`config.mk`:
```
export PLATFORM = sky130hd
export DESIGN_NAME = vector_divider_32bit
export DESIGN_NICKNAME = d
export VERILOG_FILES = /design/src/rtl/vector_divider_32bit.sv
export SDC_FILE = /design/constraint.sdc
export NUM_CORES = 1
export LEC_CHECK = 0
export CORE_AREA = 2 2 140 142
export DETAILED_ROUTE_END_ITERATION = 8
export DIE_AREA = 0 0 142 144
export GPL_ROUTABILITY_DRIVEN = 0
export PLACE_DENSITY = 0.83
export REMOVE_ABC_BUFFERS = 1
export SLEW_MARGIN = 25
export SYNTH_ARGS = -nofsm -noshare
export SYNTH_HDL_FRONTEND = slang
export SYNTH_SLANG_ARGS = --single-unit
export TNS_END_PERCENT = 30
```
`constraint.sdc`:
```
create_clock -name clk -period 9.4 [get_ports clk]
set_input_delay 1.88 -clock clk [delete_from_list [all_inputs] [get_ports clk]]
set_output_delay 1.88 -clock clk [all_outputs]
set_load 0.005 [all_outputs]
```
`src/rtl/vector_divider_32bit.sv`:
```
`timescale 1ns/1ps
`default_nettype none
// +-----------------------------------------------------------------------+
// | vector_divider_32bit: iterative unsigned SIMD restoring divider,      |
// | 4x8 / 2x16 / 1x32 lanes, one quotient bit per lane per cycle.         |
// | Revision: 1.0                                                         |
// +-----------------------------------------------------------------------+
module vector_divider_32bit (
   input  logic        clk,
   input  logic        rst,
   input  logic        in_valid,
   output logic        in_ready,
   input  logic [31:0] dividend_32bit,
   input  logic [31:0] divisor_32bit,
   input  logic [1:0]  precision,
   output logic        out_valid,
   input  logic        out_ready,
   output logic [31:0] quotient_32bit,
   output logic [31:0] remainder_32bit,
   output logic [3:0]  div_by_zero
);

   typedef enum logic [1:0] {
      IDLE = 2'd0,
      BUSY = 2'd1,
      DONE = 2'd2
   } state_t;

   state_t      r_state;
   state_t      w_state_nxt;

   logic [31:0] r_dvd;
   logic [31:0] r_dvs;
   logic [31:0] r_rem;
   logic [1:0]  r_prec;
   logic [5:0]  r_count;

   logic [31:0] w_rem_nxt;
   logic [31:0] w_dvd_nxt;
   logic [32:0] w_res;
   logic [3:0]  w_dbz;
   logic [5:0]  w_last_idx;
   logic        w_accept;
   logic        w_last;

   // Lane-agnostic step: operands arrive zero-extended, so one 33-bit
   // compare/subtract serves every lane width without borrow leakage.
   function automatic logic [32:0] div_step(input logic [32:0] rem_sh,
                                            input logic [31:0] dvs);
      logic [31:0] diff;
      diff = rem_sh[31:0] - dvs;
      if (rem_sh >= {1'b0, dvs})
         div_step = {1'b1, diff};
      else
         div_step = {1'b0, rem_sh[31:0]};
   endfunction

   always_comb begin
      w_rem_nxt = r_rem;
      w_dvd_nxt = r_dvd;
      w_res     = '0;
      case (r_prec)
         2'b00: begin
            for (int i = 0; i < 4; i++) begin
               w_res = div_step({24'd0, r_rem[i*8 +: 8], r_dvd[i*8+7]},
                                {24'd0, r_dvs[i*8 +: 8]});
               w_rem_nxt[i*8 +: 8] = w_res[7:0];
               w_dvd_nxt[i*8 +: 8] = {r_dvd[i*8 +: 7], w_res[32]};
            end
         end
         2'b01: begin
            for (int i = 0; i < 2; i++) begin
               w_res = div_step({16'd0, r_rem[i*16 +: 16], r_dvd[i*16+15]},
                                {16'd0, r_dvs[i*16 +: 16]});
               w_rem_nxt[i*16 +: 16] = w_res[15:0];
               w_dvd_nxt[i*16 +: 16] = {r_dvd[i*16 +: 15], w_res[32]};
            end
         end
         default: begin
            w_res     = div_step({r_rem, r_dvd[31]}, r_dvs);
            w_rem_nxt = w_res[31:0];
            w_dvd_nxt = {r_dvd[30:0], w_res[32]};
         end
      endcase
   end

   always_comb begin
      w_dbz      = '0;
      w_last_idx = 6'd31;
      case (r_prec)
         2'b00: begin
            w_last_idx = 6'd7;
            for (int i = 0; i < 4; i++)
               w_dbz[i] = (r_dvs[i*8 +: 8] == 8'd0);
         end
         2'b01: begin
            w_last_idx = 6'd15;
            w_dbz      = {{2{r_dvs[31:16] == 16'd0}}, {2{r_dvs[15:0] == 16'd0}}};
         end
         default: begin
            w_last_idx = 6'd31;
            w_dbz      = {4{r_dvs == 32'd0}};
         end
      endcase
   end

   assign w_last   = (r_count == w_last_idx);
   assign w_accept = in_valid && (r_state == IDLE);

   always_ff @(posedge clk or negedge rst) begin
      if (!rst)
         r_state <= IDLE;
      else
         r_state <= w_state_nxt;
   end

   always_comb begin
      w_state_nxt = r_state;
      in_ready    = 1'b0;
      out_valid   = 1'b0;
      case (r_state)
         IDLE: begin
            in_ready = rst;
            if (in_valid)
               w_state_nxt = BUSY;
         end
         BUSY: begin
            if (w_last)
               w_state_nxt = DONE;
         end
         DONE: begin
            out_valid = 1'b1;
            if (out_ready)
               w_state_nxt = IDLE;
         end
         default: w_state_nxt = IDLE;
      endcase
   end

   // Quotient bits replace dividend bits as they shift out of r_dvd.
   always_ff @(posedge clk or negedge rst) begin
      if (!rst) begin
         r_dvd           <= '0;
         r_dvs           <= '0;
         r_rem           <= '0;
         r_prec          <= '0;
         r_count         <= '0;
         quotient_32bit  <= '0;
         remainder_32bit <= '0;
         div_by_zero     <= '0;
      end else if (w_accept) begin
         r_dvd   <= dividend_32bit;
         r_dvs   <= divisor_32bit;
         r_prec  <= precision;
         r_rem   <= '0;
         r_count <= '0;
      end else if (r_state == BUSY) begin
         r_dvd   <= w_dvd_nxt;
         r_rem   <= w_rem_nxt;
         r_count <= r_count + 6'd1;
         if (w_last) begin
            quotient_32bit  <= w_dvd_nxt;
            remainder_32bit <= w_rem_nxt;
            div_by_zero     <= w_dbz;
         end
      end
   end

endmodule
`default_nettype wire
```
* Word-level counts from Yosys, hierarchy flattened *
Index checks and enable logic that the tools add are counted.

storage, ports and cells
  register bits = 174
  input port bits = 70

operators by class
  $add $sub $neg = 8
  order comparisons = 7
  equality and inequality tests = 7
  muxes and demuxes = 23
  bitwise gates (word level) = 1
  reduce and logical (&&, ||, !) cells = 13

operators by type and width
  kind                                                             number
  33-bit 2-to-1 mux                                                7
  32-bit 2-to-1 mux                                                4
  32-bit case mux with 2 select lines                              1
  25-bit case mux with 2 select lines                              1
  9-bit by 8-bit subtractor with 10-bit output                     4
  9-bit by 8-bit >= comparator with 1-bit output                   4
  17-bit by 16-bit subtractor with 18-bit output                   2
  17-bit by 16-bit >= comparator with 1-bit output                 2
  33-bit by 32-bit >= comparator with 1-bit output                 1
  16-bit logical NOT                                               2
  32-bit logical NOT                                               1
  8-bit logical NOT                                                4
  32-bit subtractor                                                1
  6-bit 2-to-1 mux                                                 2
  5-bit case mux with 2 select lines                               1
  4-bit case mux with 2 select lines                               1
  6-bit by 1-bit adder with 6-bit output, second input constant    1
  6-bit == test                                                    1
  2-bit 2-to-1 mux                                                 3
  2-bit != test, second input constant                             3
  2-bit case mux with 3 select lines                               1
  3-bit AND reduction                                              2
  2-bit by 1-bit == test with 1-bit output, second input constant  2
  2-bit logical NOT                                                2
  other kinds (5)                                                  6

* Depth between registers and ports, before layout *
  depth after elaboration = 5
  depth in mapped cells = 15
  gate-level depth less buffers = 13

* Least setup slack after synthesis *
OpenSTA, ideal clock, no wires.

  kind = input -> output
  start point = input rst
  end point = output in_ready
  arrival time = 2.005 ns
  data required time = 7.520 ns
  slack = 5.515 ns
  stages on the path = 1
  buffers on the path = 0
  cell sequence = and2_1

between the ends
  longest elaborated chain between the ends = 1

ends and longest elaborated chain
  what                RTL line  RTL
  start: declaration  10        input logic rst,
  1-bit 2-to-1 mux    121       case (r_state)
  end: declaration    12        output logic in_ready,

No other way between the ends.

* Final worst setup path *
Same ends and word-level chain as after synthesis.

==> out/qor.yml <==
final_layout:
  regArea_um2: 4350
  num-fill-cells: 1542
  multiInputGateArea_um2: 6320
  fin_nets: 1568
  synthToLayoutAreaGrowth_pct: 17.7
  antenna_cells: 0
  drive_gt1_share_pct: 5.32
logic_synthesis:
  yosysTopAreaCell: "dfrtp_1"
  synthCells: 1378
  synth_edf_count: 0
  yosysMostFrequentCell: "nand2_1"
  synth_commonest_cells: "278 x nand2_1, 174 x dfrtp_1, 135 x o21ai_0, 91 x a21oi_1, 79 x nor2_1"
  synthTopCellsByArea: "dfrtp_1 39%, nand2_1 9.2%, o21ai_0 6.0%"
  ys_seq_area_share_pct: 38.6
  synthArstFlopShare_pct: 100
  synth_seq_cells: 174
  yosys_most_used_dff: "dfrtp_1"
  synth_top_area_share_pct: 38.6
  ys_types: 75
  syn-cell-area_um2: 11300
  yosysWarnings: 0
  avgSynthCellArea_um2: 8.19
outcome:
  outcome: "finished clean"
run:
  cap_violations: 0
critical_path:
  slowest_stage: "clkdlybuf4s50_1"
  end_kind: "output port"
  path_cells: "buf_6 > and2_1 > clkdlybuf4s50_1"
  slowest_delay_ns: 0.50
  reg2reg_to: "r_rem[19]"
  start_kind: "input port"
  rrSetupSlack_ns: 4.73
  cp.arrival_ns: 2.88
  crit_fanout: 40
  path_class: "input port to output port"
  crit_required_ns: 7.52
  endpoint: "in_ready"
  rr_startpoint: "r_dvs[21]"
  cp-startpoint: "rst"
  reg2reg_depth: 11
timing:
  fin_tns_setup_ns: 0
  finalHoldViolCount: 0
  clock.fmax_mhz: 210
  finalSetupViolCount: 0
  fin_crit_sh_pct: 50.6
  worst_pin_slew_ns: 0.931
  fin_crit_ns: 4.76
  finClkSkew_ns: 0.00916
  holdWs_ns: 0.477
  grt_setup_unrepaired: "no"
  maxSlewHeadroom_pct: 37.8
  drv_slew: 0
clock_network:
  cts-buffers-inserted: 17
  clock-root-buffer: "clkbuf_16"
  cts_tree: "done"
  clock_latency_ns: 0.45
  cts_setup_buffers: 0
  cts.repair.resized: 0
  path_clk_slew_ns: 0.07
  cts_hold_buf: 0
  clock_path_buffers: 2
  clock_sinks: 174
  h-tree-depth: 4
global_routing:
  antenna_found_initial: 0
  grt_pass1_wl_um: 54100
  grt_pass1_vias: 10600
  grt_max_degree: 74
  gr-total-overflow: 0
  track_usage_pct: 33.4
route:
  vias: 11100
  dr.pass1.iters: 6
  wl_per_cell_um: 19.7
  drt-total-wl_um: 33600
  ant_nets: 0
  via_per_inst: 6.49
  route.detailed.drc: 0
  dr.first_iter.drc_count: 1567
floorplanning:
  std_cell_rows: 51
  dieArea_um2: 20400
  coreArea_um2: 19100
  fp.dieW_um: 142
  start_util_pct: 59.1
  pin_count: 140
  die_y_um: 144
placement:
  numPortBuffers: 139
  hpwl_um: 23000
min_path:
  min_path_type: "flop to flop"
[stage by stage]
step / utilization (%) / area (um2) / cells / setup slack, ns
floorplan: - / 10900 / 1281 / 3.80
global placement: 66.4 / 12700 / 1671 / 4.62
detailed placement: 66.5 / 12700 / 1671 / 4.62
CTS: 69.6 / 13300 / 1703 / 4.63
global route: 69.6 / 13300 / 1703 / 4.58
finish: 69.6 / 13300 / 1703 / 4.64
[logic make-up after synthesis]
family	count (synthesis)	share of synthesized area, %
compound gates	450	26.1
xor+xnor	54	4.19
fa+ha+maj	46	5.57
buf+inv	154	5.62
flops	174	38.6
mux	16	1.52
simple gates	484	18.5
[cells in the final DEF, fill, tap and decap left out, drive strengths merged, types with 6 or more instances in the layout]
master | Yosys | layout
a21oi | 91 | 91
a221o | 7 | 7
o21bai | 12 | 12
nand2 | 278 | 278
a211oi | 19 | 19
nor3 | 14 | 14
a31oi | 18 | 18
nand4 | 25 | 25
ha | 39 | 39
o21a | 10 | 10
clkdlybuf4s50 | 0 | 138
buf | 40 | 14
a22oi | 35 | 35
o211ai | 8 | 8
mux2i | 7 | 7
o31ai | 10 | 10
inv | 56 | 63
xnor2 | 31 | 31
dfrtp | 174 | 174
o221ai | 9 | 9
o21ai | 137 | 137
o22ai | 11 | 11
or3 | 6 | 6
a21o | 27 | 27
nand3 | 40 | 40
nor2 | 79 | 79
clkinv | 1 | 7
and2 | 10 | 10
clkbuf | 57 | 17
xor2 | 23 | 23
a221oi | 14 | 14
fa | 7 | 7
mux2 | 9 | 9
[sequential cells by signal (all words and copies together) (netlist names)]
register / flops
div_by_zero: 4
quotient_32bit: 32
r_count: 6
r_dvd: 32
r_dvs: 32
r_prec: 2
r_rem: 32
r_state: 2
remainder_32bit: 32
[critical path, delay by kind of cell]
| family | cells | cell delay [ns] |
|---|---|---|
| AND/OR/NAND/NOR | 1 | 0.18 |
| buffers and inverters | 2 | 0.79 |
[final cells by class]
type                       instances  share of cell area (%)
clock buffer                      17                    3.20
clock inverter                    15                    1.30
inverter                          57                    1.61
multi-input combinational       1050                    47.6
sequential                       174                    32.8
tap                              238                    2.24
timing repair buffer             152                    11.2
[routing by layer]
layer / share of wire, % / track usage, % / up-vias / routed length, um
met3: 11 / 9.70 / 141 / 3790
met4: 4.0 / 13.1 / 0 / 1330
met1: 40 / 44.3 / 5220 / 13600
li1: - / - / 5047 / -
met5: 0 / 0 / - / 0
met2: 44 / 52.0 / 652 / 14900
[worst min-delay path by stage]
stage / startpoint / to / slack, ns / depth (start not counted)
2_1_floorplan: r_dvd[9] / quotient_32bit[10] / 0.46 / 2
3_3_place_gp: quotient_32bit[8] / quotient_32bit[8] / 0.46 / 2
3_5_place_dp: quotient_32bit[18] / quotient_32bit[18] / 0.46 / 2
4_1_cts: quotient_32bit[2] / quotient_32bit[2] / 0.48 / 2
5_1_grt: remainder_32bit[30] / remainder_32bit[30] / 0.50 / 2
6_report: quotient_32bit[2] / quotient_32bit[2] / 0.48 / 2
Power is not shown: default switching activity piles up to over one toggle a cycle in this logic, so the estimate is an artifact.
